[src/rtl/pulse_stretcher.sv]
// pulse_stretcher: turns single-cycle request strobes into visible output
// windows of HIGH_CYCLES clocks, each followed by a LOW_CYCLES gap.
// Ports:
//   clk        - rising-edge clock
//   rst        - synchronous active-high reset
//   pulse_in   - request strobe; every high cycle is one request
//   signal_out - stretched output (active level = ~INVERT_LOGIC)
//   busy       - high while not IDLE
//   pending    - queued requests not yet rendered (saturating)
//   overflow   - one-cycle pulse when a request is dropped at saturation
module pulse_stretcher #(
    parameter bit          INVERT_LOGIC  = 1'b0,
    parameter int unsigned HIGH_CYCLES   = 5000,
    parameter int unsigned LOW_CYCLES    = 5000,
    parameter int unsigned PENDING_WIDTH = 4
) (
    input  logic                     clk,
    input  logic                     rst,
    input  logic                     pulse_in,
    output logic                     signal_out,
    output logic                     busy,
    output logic [PENDING_WIDTH-1:0] pending,
    output logic                     overflow
);

    localparam int unsigned MAXC =
        (HIGH_CYCLES > LOW_CYCLES) ? HIGH_CYCLES : LOW_CYCLES;
    localparam int unsigned CW = $clog2(MAXC) + 1;

    localparam logic [CW-1:0] H_LAST = CW'(HIGH_CYCLES - 1);
    localparam logic [CW-1:0] L_LAST = CW'(LOW_CYCLES - 1);

    typedef enum logic [1:0] {
        S_IDLE,
        S_HIGH,
        S_GAP
    } state_e;

    state_e                   state_q, state_d;
    logic [CW-1:0]            cnt_q, cnt_d;
    logic [PENDING_WIDTH-1:0] pend_q, pend_d;
    logic                     ovf_q, ovf_d;
    logic                     sig_q, sig_d;
    logic                     busy_q, busy_d;

    logic pend_full;
    logic pend_nz;

    assign pend_full = (pend_q == {PENDING_WIDTH{1'b1}});
    assign pend_nz   = (pend_q != '0);

    always_comb begin
        state_d = state_q;
        cnt_d   = cnt_q;
        pend_d  = pend_q;
        ovf_d   = 1'b0;

        unique case (state_q)
            S_IDLE: begin
                // Request is consumed directly; nothing is queued.
                if (pulse_in) begin
                    state_d = S_HIGH;
                    cnt_d   = '0;
                end
            end
            S_HIGH: begin
                if (cnt_q == H_LAST) begin
                    state_d = S_GAP;
                    cnt_d   = '0;
                end else begin
                    cnt_d = cnt_q + CW'(1);
                end
                if (pulse_in) begin
                    if (pend_full) ovf_d  = 1'b1;
                    else           pend_d = pend_q + PENDING_WIDTH'(1);
                end
            end
            S_GAP: begin
                if (cnt_q == L_LAST) begin
                    cnt_d = '0;
                    // A strobe landing on the gap-end edge starts the next
                    // window itself, so it cancels the dequeue (net zero)
                    // and can never overflow.
                    if (pend_nz || pulse_in) begin
                        state_d = S_HIGH;
                        if (pend_nz && !pulse_in)
                            pend_d = pend_q - PENDING_WIDTH'(1);
                    end else begin
                        state_d = S_IDLE;
                    end
                end else begin
                    cnt_d = cnt_q + CW'(1);
                    if (pulse_in) begin
                        if (pend_full) ovf_d  = 1'b1;
                        else           pend_d = pend_q + PENDING_WIDTH'(1);
                    end
                end
            end
            default: begin
                state_d = S_IDLE;
                cnt_d   = '0;
            end
        endcase
    end

    // Outputs are derived from the next state so they register in step
    // with the state itself.
    always_comb begin
        sig_d  = (state_d == S_HIGH) ? ~INVERT_LOGIC : INVERT_LOGIC;
        busy_d = (state_d != S_IDLE);
    end

    always_ff @(posedge clk) begin
        if (rst) begin
            state_q <= S_IDLE;
            cnt_q   <= '0;
            pend_q  <= '0;
            ovf_q   <= 1'b0;
            sig_q   <= INVERT_LOGIC;
            busy_q  <= 1'b0;
        end else begin
            state_q <= state_d;
            cnt_q   <= cnt_d;
            pend_q  <= pend_d;
            ovf_q   <= ovf_d;
            sig_q   <= sig_d;
            busy_q  <= busy_d;
        end
    end

    assign signal_out = sig_q;
    assign busy       = busy_q;
    assign pending    = pend_q;
    assign overflow   = ovf_q;

endmodule

[config.mk]
export PLATFORM = sky130hd
export DESIGN_NAME = pulse_stretcher
export DESIGN_NICKNAME = d
export VERILOG_FILES = /design/src/rtl/pulse_stretcher.sv
export SDC_FILE = /design/constraint.sdc
export NUM_CORES = 1
export LEC_CHECK = 0
export ABC_AREA = 1
export BUFFER_PORTS_ARGS = -buffer_cell sky130_fd_sc_hd__buf_4
export CAP_MARGIN = 0
export CORE_UTILIZATION = 55
export CTS_CLUSTER_SIZE = 8
export DETAILED_ROUTE_END_ITERATION = 8
export PLACE_DENSITY = 0.81
export SYNTH_ARGS = -nofsm -noshare
export SYNTH_HDL_FRONTEND = slang
export SYNTH_SLANG_ARGS = --single-unit
[constraint.sdc]
create_clock -name clk -period 1.9 [get_ports clk]
set_input_delay 0.095 -clock clk [delete_from_list [all_inputs] [get_ports clk]]
set_output_delay 0.095 -clock clk [all_outputs]
set_load 0.1 [all_outputs]
Yosys cells after proc, flatten, opt, wreduce, memory -nomap -nowiden
Index checks and enable logic that the tools add are counted.
{"block": "totals", "reg_bits": 23, "latch_bits": 0, "mem_bits_rw": 0, "mem_bits_ro": 0, "out_inout_bits": 7, "mem_count": 0}
{"block": "op_classes", "n_addsub": 3, "n_mul": 0, "n_div": 0, "order_cmp": 0, "n_eq_ne": 8, "n_shift": 0, "mux": 19, "bitwise": 0, "reduce_logical": 9}
{"cell": "$mux W14", "n": 2}
{"cell": "$pmux W14 S2", "n": 1}
{"cell": "$mux W4", "n": 5}
{"cell": "$add A14 B1 Y14 const B", "n": 1}
{"cell": "$eq A14 B13 Y1 const B", "n": 1}
{"cell": "$pmux W4 S2", "n": 1}
{"cell": "$mux W2", "n": 3}
{"cell": "$ne A3 B3 Y1 const B", "n": 2}
{"cell": "$pmux W2 S3", "n": 1}
{"cell": "$mux W1", "n": 5}
{"cell": "$add A4 B1 Y4 const B", "n": 1}
{"cell": "$eq A2 B1 Y1 const B", "n": 2}
{"cell": "$eq A4 B4 Y1 const B", "n": 1}
{"cell": "$reduce_bool A2 Y1", "n": 2}
{"cell": "$reduce_bool A4 Y1", "n": 1}
{"cell": "$sub A4 B1 Y4 const B", "n": 1}
{"cell": "$reduce_and A3 Y1", "n": 1}
{"cell": "$eq A2 B2 Y1 const B", "n": 1}
{"cell": "$logic_not A2 Y1", "n": 1}
{"cell": "$ne A2 B2 Y1 const B", "n": 1}
{"cell": "$pmux W1 S2", "n": 1}
{"cell": "$reduce_or A2 Y1", "n": 1}
{"cell": "$logic_and A1 B1 Y1", "n": 1}
{"cell": "$logic_not A1 Y1", "n": 1}
{"cell": "$logic_or A1 B1 Y1", "n": 1}

Logic depth before layout (Yosys ltp)
Gate-level depths: netlist of the first run.
{"block": "logic_depth", "word_depth": 7, "depth_mapped": 11}

Worst setup path before layout of the first run
No wires, ideal clock.
{"block": "synth_path", "path_type": "flip-flop to flip-flop", "from": "register pend_q[0], in the netlist pending[0]", "to": "register pend_q[1], in the netlist pending[1]", "t_arrival_ns": 1.922, "required_time_ns": 1.782, "path_slack_ns": -0.140, "path_stages_with_launch": 9, "path_buffers": 0, "synth_period_minus_slack_ns": 2.040, "cell_sequence": "dfxtp_1 > inv_1 > ha_1 > nand3_1 > nand3_2 > nand2_2 > clkinv_1 > nor2_1 > nor2_1"}
{"block": "synth_via", "elab_chain_len": 5, "elab_cells_between_ends": 15, "cone_classes": "add/sub: 2; eq/ne: 3; mux: 6; reduce/logical: 4"}
{"item": "start, declared", "line_no": "41", "source": "logic [PENDING_WIDTH-1:0] pend_q, pend_d;"}
{"item": "start signal, assigned", "line_no": "124", "source": "pend_q <= pend_d;"}
{"item": "$add A4 B1 Y4 (tied with other cells)", "line_no": "75, 95"}
{"item": "$mux W4 (on tied branches)", "line_no": "74, 94, 86"}
{"item": "$mux W4 (on tied branches)", "line_no": "93, 84"}
{"item": "$mux W4", "line_no": "79", "source": "if (cnt_q == L_LAST) begin"}
{"item": "$pmux W4 S2", "line_no": "58", "source": "unique case (state_q)"}
Parallel ways exist; a longest one is shown, timed or not. The select of a mux whose other input is x is not followed.
A chain may end at the register's enable or synchronous reset.

Worst setup path in the final report of the first run
{"block": "layout_path", "from": "register state_q[0]", "to": "register busy_q, in the netlist busy"}
{"block": "layout_via", "elab_chain_len": 3, "elab_cells_between_ends": 8, "cone_classes": "eq/ne: 2; mux: 4; reduce/logical: 2"}
{"item": "start, declared", "line_no": "39", "source": "state_e state_q, state_d;"}
{"item": "start signal, assigned", "line_no": "122", "source": "state_q <= state_d;"}
{"item": "$eq A2 B2 Y1 (tied with other cells)", "line_no": "58"}
{"item": "$pmux W2 S3 (*)", "line_no": "58"}
{"item": "$reduce_bool A2 Y1 (*)", "line_no": "110", "source": "busy_d = (state_d != S_IDLE);"}
{"item": "end signal, assigned", "line_no": "127", "source": "busy_q <= busy_d;"}
{"item": "end, declared", "line_no": "44", "source": "logic busy_q, busy_d;"}
Mark *: on every way between the ends. The rest lies on a longest branch, timed or not.

==> impl_metrics.yaml, run 1 <==
cells_and_area:
  final_area_um2: 1660
  drive_gt1_share_pct: 22.0
  antenna_cells: 0
  n_fill_cell: 222
  syn_to_final_growth_pct: 8.69
  nets: 235
logic_synthesis:
  synthArstFlopShare_pct: 0
  synth_top_cell_by_area: "dfxtp_1"
  yosysSeqAreaShare_pct: 30.2
  ys_warn_count: 0
  synth.area.top_cells: "dfxtp_1, nand2_1, ha_1"
  ys_seq_elements: 23
  synth_nets: 221
  synthCells: 210
  synth-edff-count: 0
  synth_cell_types: 29
  netlist.area_leader.share_pct: 30.2
  synth_commonest_cells: "nand2_1, dfxtp_1, inv_1, nor2_1, nand3_1"
  postSynthAreaPerCell_um2: 7.27
  synth.most_common_cell: "nand2_1"
  netlist_area_um2: 1530
  synthFlopType: "dfxtp_1"
floorplan:
  rows: 18
  die_width_um: 54.7
  start_util_pct: 60.0
  io_pins: 10
  die_h_um: 54.7
  core_area_um2: 2540
  die_area_um2: 2990
global_route:
  grt_max_degree: 13
  grt_pass1_vias: 1142
  grt_pass1_wl_um: 4760
  grt_use_total_pct: 22.3
  overflow: 0
  antenna_found_initial: 0
routing:
  wirelength_um: 2910
  route.vias.total: 1325
  drtPass1Iterations: 4
  wire_per_inst_um: 11.5
  drtAntennaViolNets: 0
  drt_iter0_markers: 21
  drc: 0
  vias_per_cell: 5.24
clock_network:
  root_buffer: "clkbuf_4"
  cts-hold-fix-buffers: 1
  clockBufferDepth: 2
  numCtsBuffers: 3
  cts-htree-levels: 1
  clk_pin_slew_ns: 0.13
  cts_resized: 0
  numClockSinks: 23
  insertion_delay_ns: 0.31
  post_cts_buffers: 0
  cts_tree: "done"
place:
  dp_hpwl_um: 2260
  portBuffers: 9
  dpl_cell_area_um2: 1620
  place_congestion: 0.830
sta:
  maxSlewHeadroom_pct: 78.3
  clock_skew_ns: 0.00118
  drv_slew: 0
  setup_viol: 0
  max_freq_mhz: 595
  worst_pin_slew_ns: 0.325
  period_minus_slack_ns: 1.68
  post-route-period-util_pct: 88.5
  rsz0062_at_grt: "false"
  hold_viol_final: 0
  fin_setup_tns_ns: 0
run:
  drv_cap: 0
power_and_ir_drop:
  total_power_mw: 1.07
  power.density_nw_per_um2: 642
  vdd_ir_drop_max_uv: 500
  leakage_nw: 0.751
critical_path:
  cp-start-kind: "flip-flop"
  arrival_ns: 1.90
  crit_type: "reg2reg"
  required_ns: 2.12
  end_kind: "flip-flop"
  crit_path_max_fanout: 6
worst_hold_path:
  hold_class: "in2reg"
status:
  status: "finished, final reports clean"
## area by class of cell
type / instances / area, µm² / share of cell area, %
flip-flops and latches: 23 / 463 / 27.9
repair buffers: 10 / 77.6 / 4.68
clock buffers: 4 / 26.3 / 1.58
well taps: 30 / 37.5 / 2.26
multi-input cells: 157 / 942 / 56.8
inverters: 29 / 113 / 6.79
## kinds of logic (layout without fill, tap and decap cells)
| group | count (synthesis) | in the layout | synth area share, % |
|---|---|---|---|
| AND/OR/NAND/NOR | 126 | 126 | 46.4 |
| XOR/XNOR | 2 | 2 | 1.15 |
| buffers and inverters | 30 | 43 | 8.11 |
| AO/OA/AOI/OAI | 21 | 21 | 7.62 |
| flip-flops | 23 | 23 | 30.2 |
| adder cells (fa/ha/maj) | 8 | 8 | 6.56 |
## flip-flops by register name (all words and copies together), names as in the netlist
name / cells
overflow: 1
pending: 4
cnt_q: 14
signal_out: 1
busy: 1
state_q: 2
## through the flow
stage / std cells / hold slack (ns) / setup slack (ns) / utilization, %
2_1_floorplan: 210 / 0.164 / 0.0683 / -
3_3_place_gp: 248 / 0.276 / 0.287 / 63.8
3_5_place_dp: 248 / 0.280 / 0.221 / 63.8
4_1_cts: 253 / 0.222 / 0.208 / 65.2
5_1_grt: 253 / 0.253 / 0.0708 / 65.2
6_report: 253 / 0.228 / 0.219 / 65.2
## worst max-delay path: stages, from the launching register on
cell     delay [ns]
dfxtp_1        0.39
inv_1          0.09
ha_1           0.30
or2_2          0.38
nand2_1        0.08
nand2_1        0.06
nand2_1        0.06
nand2_1        0.05
nand2_1        0.12
nand2_1        0.06
## where the power goes
group | internal (mW) | switching [mW] | total (mW)
Sequential | 0.504 | 0.0246 | 0.529
Combinational | 0.0829 | 0.222 | 0.304
Clock | 0.0820 | 0.150 | 0.232
## cell usage in the layout (no fill, tap or decap), types with 2 or more instances in the layout
cell type / netlist / layout
nand2_1: 43 / 43
xor2_1: 2 / 2
buf_4: 0 / 9
o21ai_1: 2 / 2
nor2_2: 3 / 3
dfxtp_1: 23 / 21
nor3b_1: 4 / 4
a21oi_2: 3 / 3
nand4_1: 3 / 3
nand3_4: 2 / 2
o21ai_0: 8 / 8
ha_1: 8 / 8
nor2_1: 23 / 23
nand3_1: 19 / 19
inv_2: 3 / 3
clkbuf_4: 0 / 3
nor2_4: 5 / 5
nor3_1: 6 / 6
nand2_2: 6 / 6
inv_1: 23 / 23
dfxtp_2: 0 / 2
nand2_4: 5 / 5
nand3_2: 3 / 3
a21oi_1: 8 / 8
## path summary, 6_finish.rpt
kind | from | slack, ns | cells after the start | endpoint
max | state_q[0] | 0.22 | 9 | busy
min | pulse_in | 0.23 | 5 | overflow
max reg2reg | state_q[0] | 0.22 | 9 | busy
min reg2reg | cnt_q[11] | 0.50 | 2 | cnt_q[11]
## metal layers
metal  part of all wire, %  global-route usage (%)
met4                  0.96                    9.40
met5                     0                       0
met2                    49                    37.8
met3                   2.1                    3.61
met1                    48                    27.6
No activity file was read; power rests on OpenSTA's default activity.
==> run 2, diff against run 1 <==
GPL_TIMING_DRIVEN = 0   (was not set)
==> run 2 against run 1 <==
Clock power hardly changed. Combinational power is 2% higher. Die area stayed put. Core utilization is 0.44 points higher. Sequential share of layout area is 0.19 points lower. Power is 0.40% higher. Critical path type unchanged. Critical endpoint is now pending[1]. Maximum frequency is 0.85% lower. Via count is 2.4% lower. Largest cell class unchanged. Sequential power hardly changed. Non-clock buffer count is 1 higher. Register-to-register slack hardly changed.
==> impl_metrics.yaml, run 2 (synthesized netlist as in run 1, its figures left out) <==
floorplan:
  die_area_um2: 2990
  start_util_pct: 60.0
  rows: 18
  core_area_um2: 2540
  io_pins: 10
  die_h_um: 54.7
  die_width_um: 54.7
routing:
  drc: 0
  drt_iter0_markers: 31
  wire_per_inst_um: 11.6
  wirelength_um: 2940
  drtPass1Iterations: 4
  vias_per_cell: 5.09
  drtAntennaViolNets: 0
  route.vias.total: 1293
sta:
  worst_slack_ns: 0.205
  hold_viol_final: 0
  drv_slew: 0
  rsz0062_at_grt: "false"
  setup_viol: 0
  period_minus_slack_ns: 1.70
  max_freq_mhz: 590
  post-route-period-util_pct: 89.2
  hold_slack_ns: 0.224
  maxSlewHeadroom_pct: 78.4
  worst_pin_slew_ns: 0.323
  fin_setup_tns_ns: 0
  clock_skew_ns: 0.00308
worst_hold_path:
  hold_class: "in2reg"
  hold_path_depth: 5
  hold_start: "pulse_in"
  holdPathEnd: "overflow"
power_and_ir_drop:
  total_power_mw: 1.07
  power.density_nw_per_um2: 640
  vdd_ir_drop_max_uv: 520
  leakage_nw: 0.757
critical_path:
  r2r_start: "state_q[0]"
  slowest_stage: "dfxtp_1"
  end_kind: "flip-flop"
  arrival_ns: 1.91
  r2r_slack_ns: 0.20
  required_ns: 2.12
  cp-start-kind: "flip-flop"
  r2r_cells: 7
  reg2reg_to: "pending[1]"
  slowest_delay_ns: 0.40
  crit_chain: "inv_1, ha_1, or2_2, nand3_2, nand2_2, o21ai_0, nor2_1"
  crit_type: "reg2reg"
  crit_path_max_fanout: 6
global_route:
  grt_use_total_pct: 22.5
  antenna_found_initial: 0
  grt_pass1_wl_um: 4810
  overflow: 0
  grt_max_degree: 13
  grt_pass1_vias: 1081
place:
  portBuffers: 9
  place_ws_ns: 0.225
  place_congestion: 0.863
  dp_hpwl_um: 2340
cells_and_area:
  max_flop_register: "cnt_q"
  final_common_cell: "nand2_1"
  antenna_cells: 0
  drive_gt1_share_pct: 22.3
  largest_reg_flops: 14
  nets: 236
  syn_to_final_growth_pct: 9.43
  final_cell_mix: "nand2_1, inv_1, nor2_1"
  n_fill_cell: 228
clock_network:
  clk_pin_slew_ns: 0.13
  cts_resized: 0
  numCtsBuffers: 3
  cts-htree-levels: 1
  clockBufferDepth: 2
  root_buffer: "clkbuf_4"
  insertion_delay_ns: 0.31
  cts_tree: "done"
  numClockSinks: 23
run:
  drv_cap: 0
status:
  status: "finished, final reports clean"
## run 2: cell types whose count changed in the layout (fill, tap and decap cells not counted), sizes merged
cell	previous run	this run
buf	9	10
## run 2: worst max-delay path by stage
stage          startpoint          to  cells past startpoint
2_1_floorplan  pending[2]  pending[1]                      7
3_3_place_gp   state_q[0]  pending[1]                      7
3_5_place_dp   state_q[0]  pending[1]                      7
4_1_cts        state_q[0]  pending[1]                      7
5_1_grt        state_q[0]  pending[1]                      7
6_report       state_q[0]  pending[1]                      7
## run 2: layer usage
| layer | vias up | track usage [%] | share of wire (%) |
|---|---|---|---|
| met3 | 4 | 3.33 | 2.1 |
| met4 | 0 | 6.41 | 1.3 |
| met1 | 568 | 28.9 | 49 |
| met2 | 16 | 38.2 | 47 |
| li1 | 705 | - | - |
| met5 | - | 0 | 0 |
## run 2: stage by stage
stage | std cells | util [%] | cell area (µm²)
after floorplan | 210 | - | 1530
after global placement | 249 | 64.2 | 1630
after detailed placement | 249 | 64.2 | 1630
after CTS | 254 | 65.6 | 1670
after global routing | 254 | 65.6 | 1670
final | 254 | 65.6 | 1670
## run 2: final cells by class
class                   instances  area [µm²]  area share [%]
flip-flops and latches         23         463            27.7
inverters                      29         113            6.74
clock buffers                   4        26.3            1.57
well taps                      30        37.5            2.25
plain buffers                   1        11.3           0.674
repair buffers                 10        77.6            4.64
multi-input cells             157         942            56.4
## run 2: critical path, delay by kind of cell, from the launching register on
| family | cells | cell delay (ns) |
|---|---|---|
| flip-flops | 1 | 0.40 |
| AO/OA/AOI/OAI | 1 | 0.17 |
| buffers and inverters | 1 | 0.09 |
| adder cells (fa/ha/maj) | 1 | 0.30 |
| AND/OR/NAND/NOR | 4 | 0.64 |
## run 2: power by group
part,total (mW),switching (mW),internal [mW]
clock network,0.231,0.149,0.0820
registers,0.529,0.0248,0.504
logic,0.310,0.224,0.0862
## run 2: timing repair
action / CTS / global route
hold buffers: 1 / 0
hold endpoints to repair: 1 / 0
buffers inserted: 0 / 0
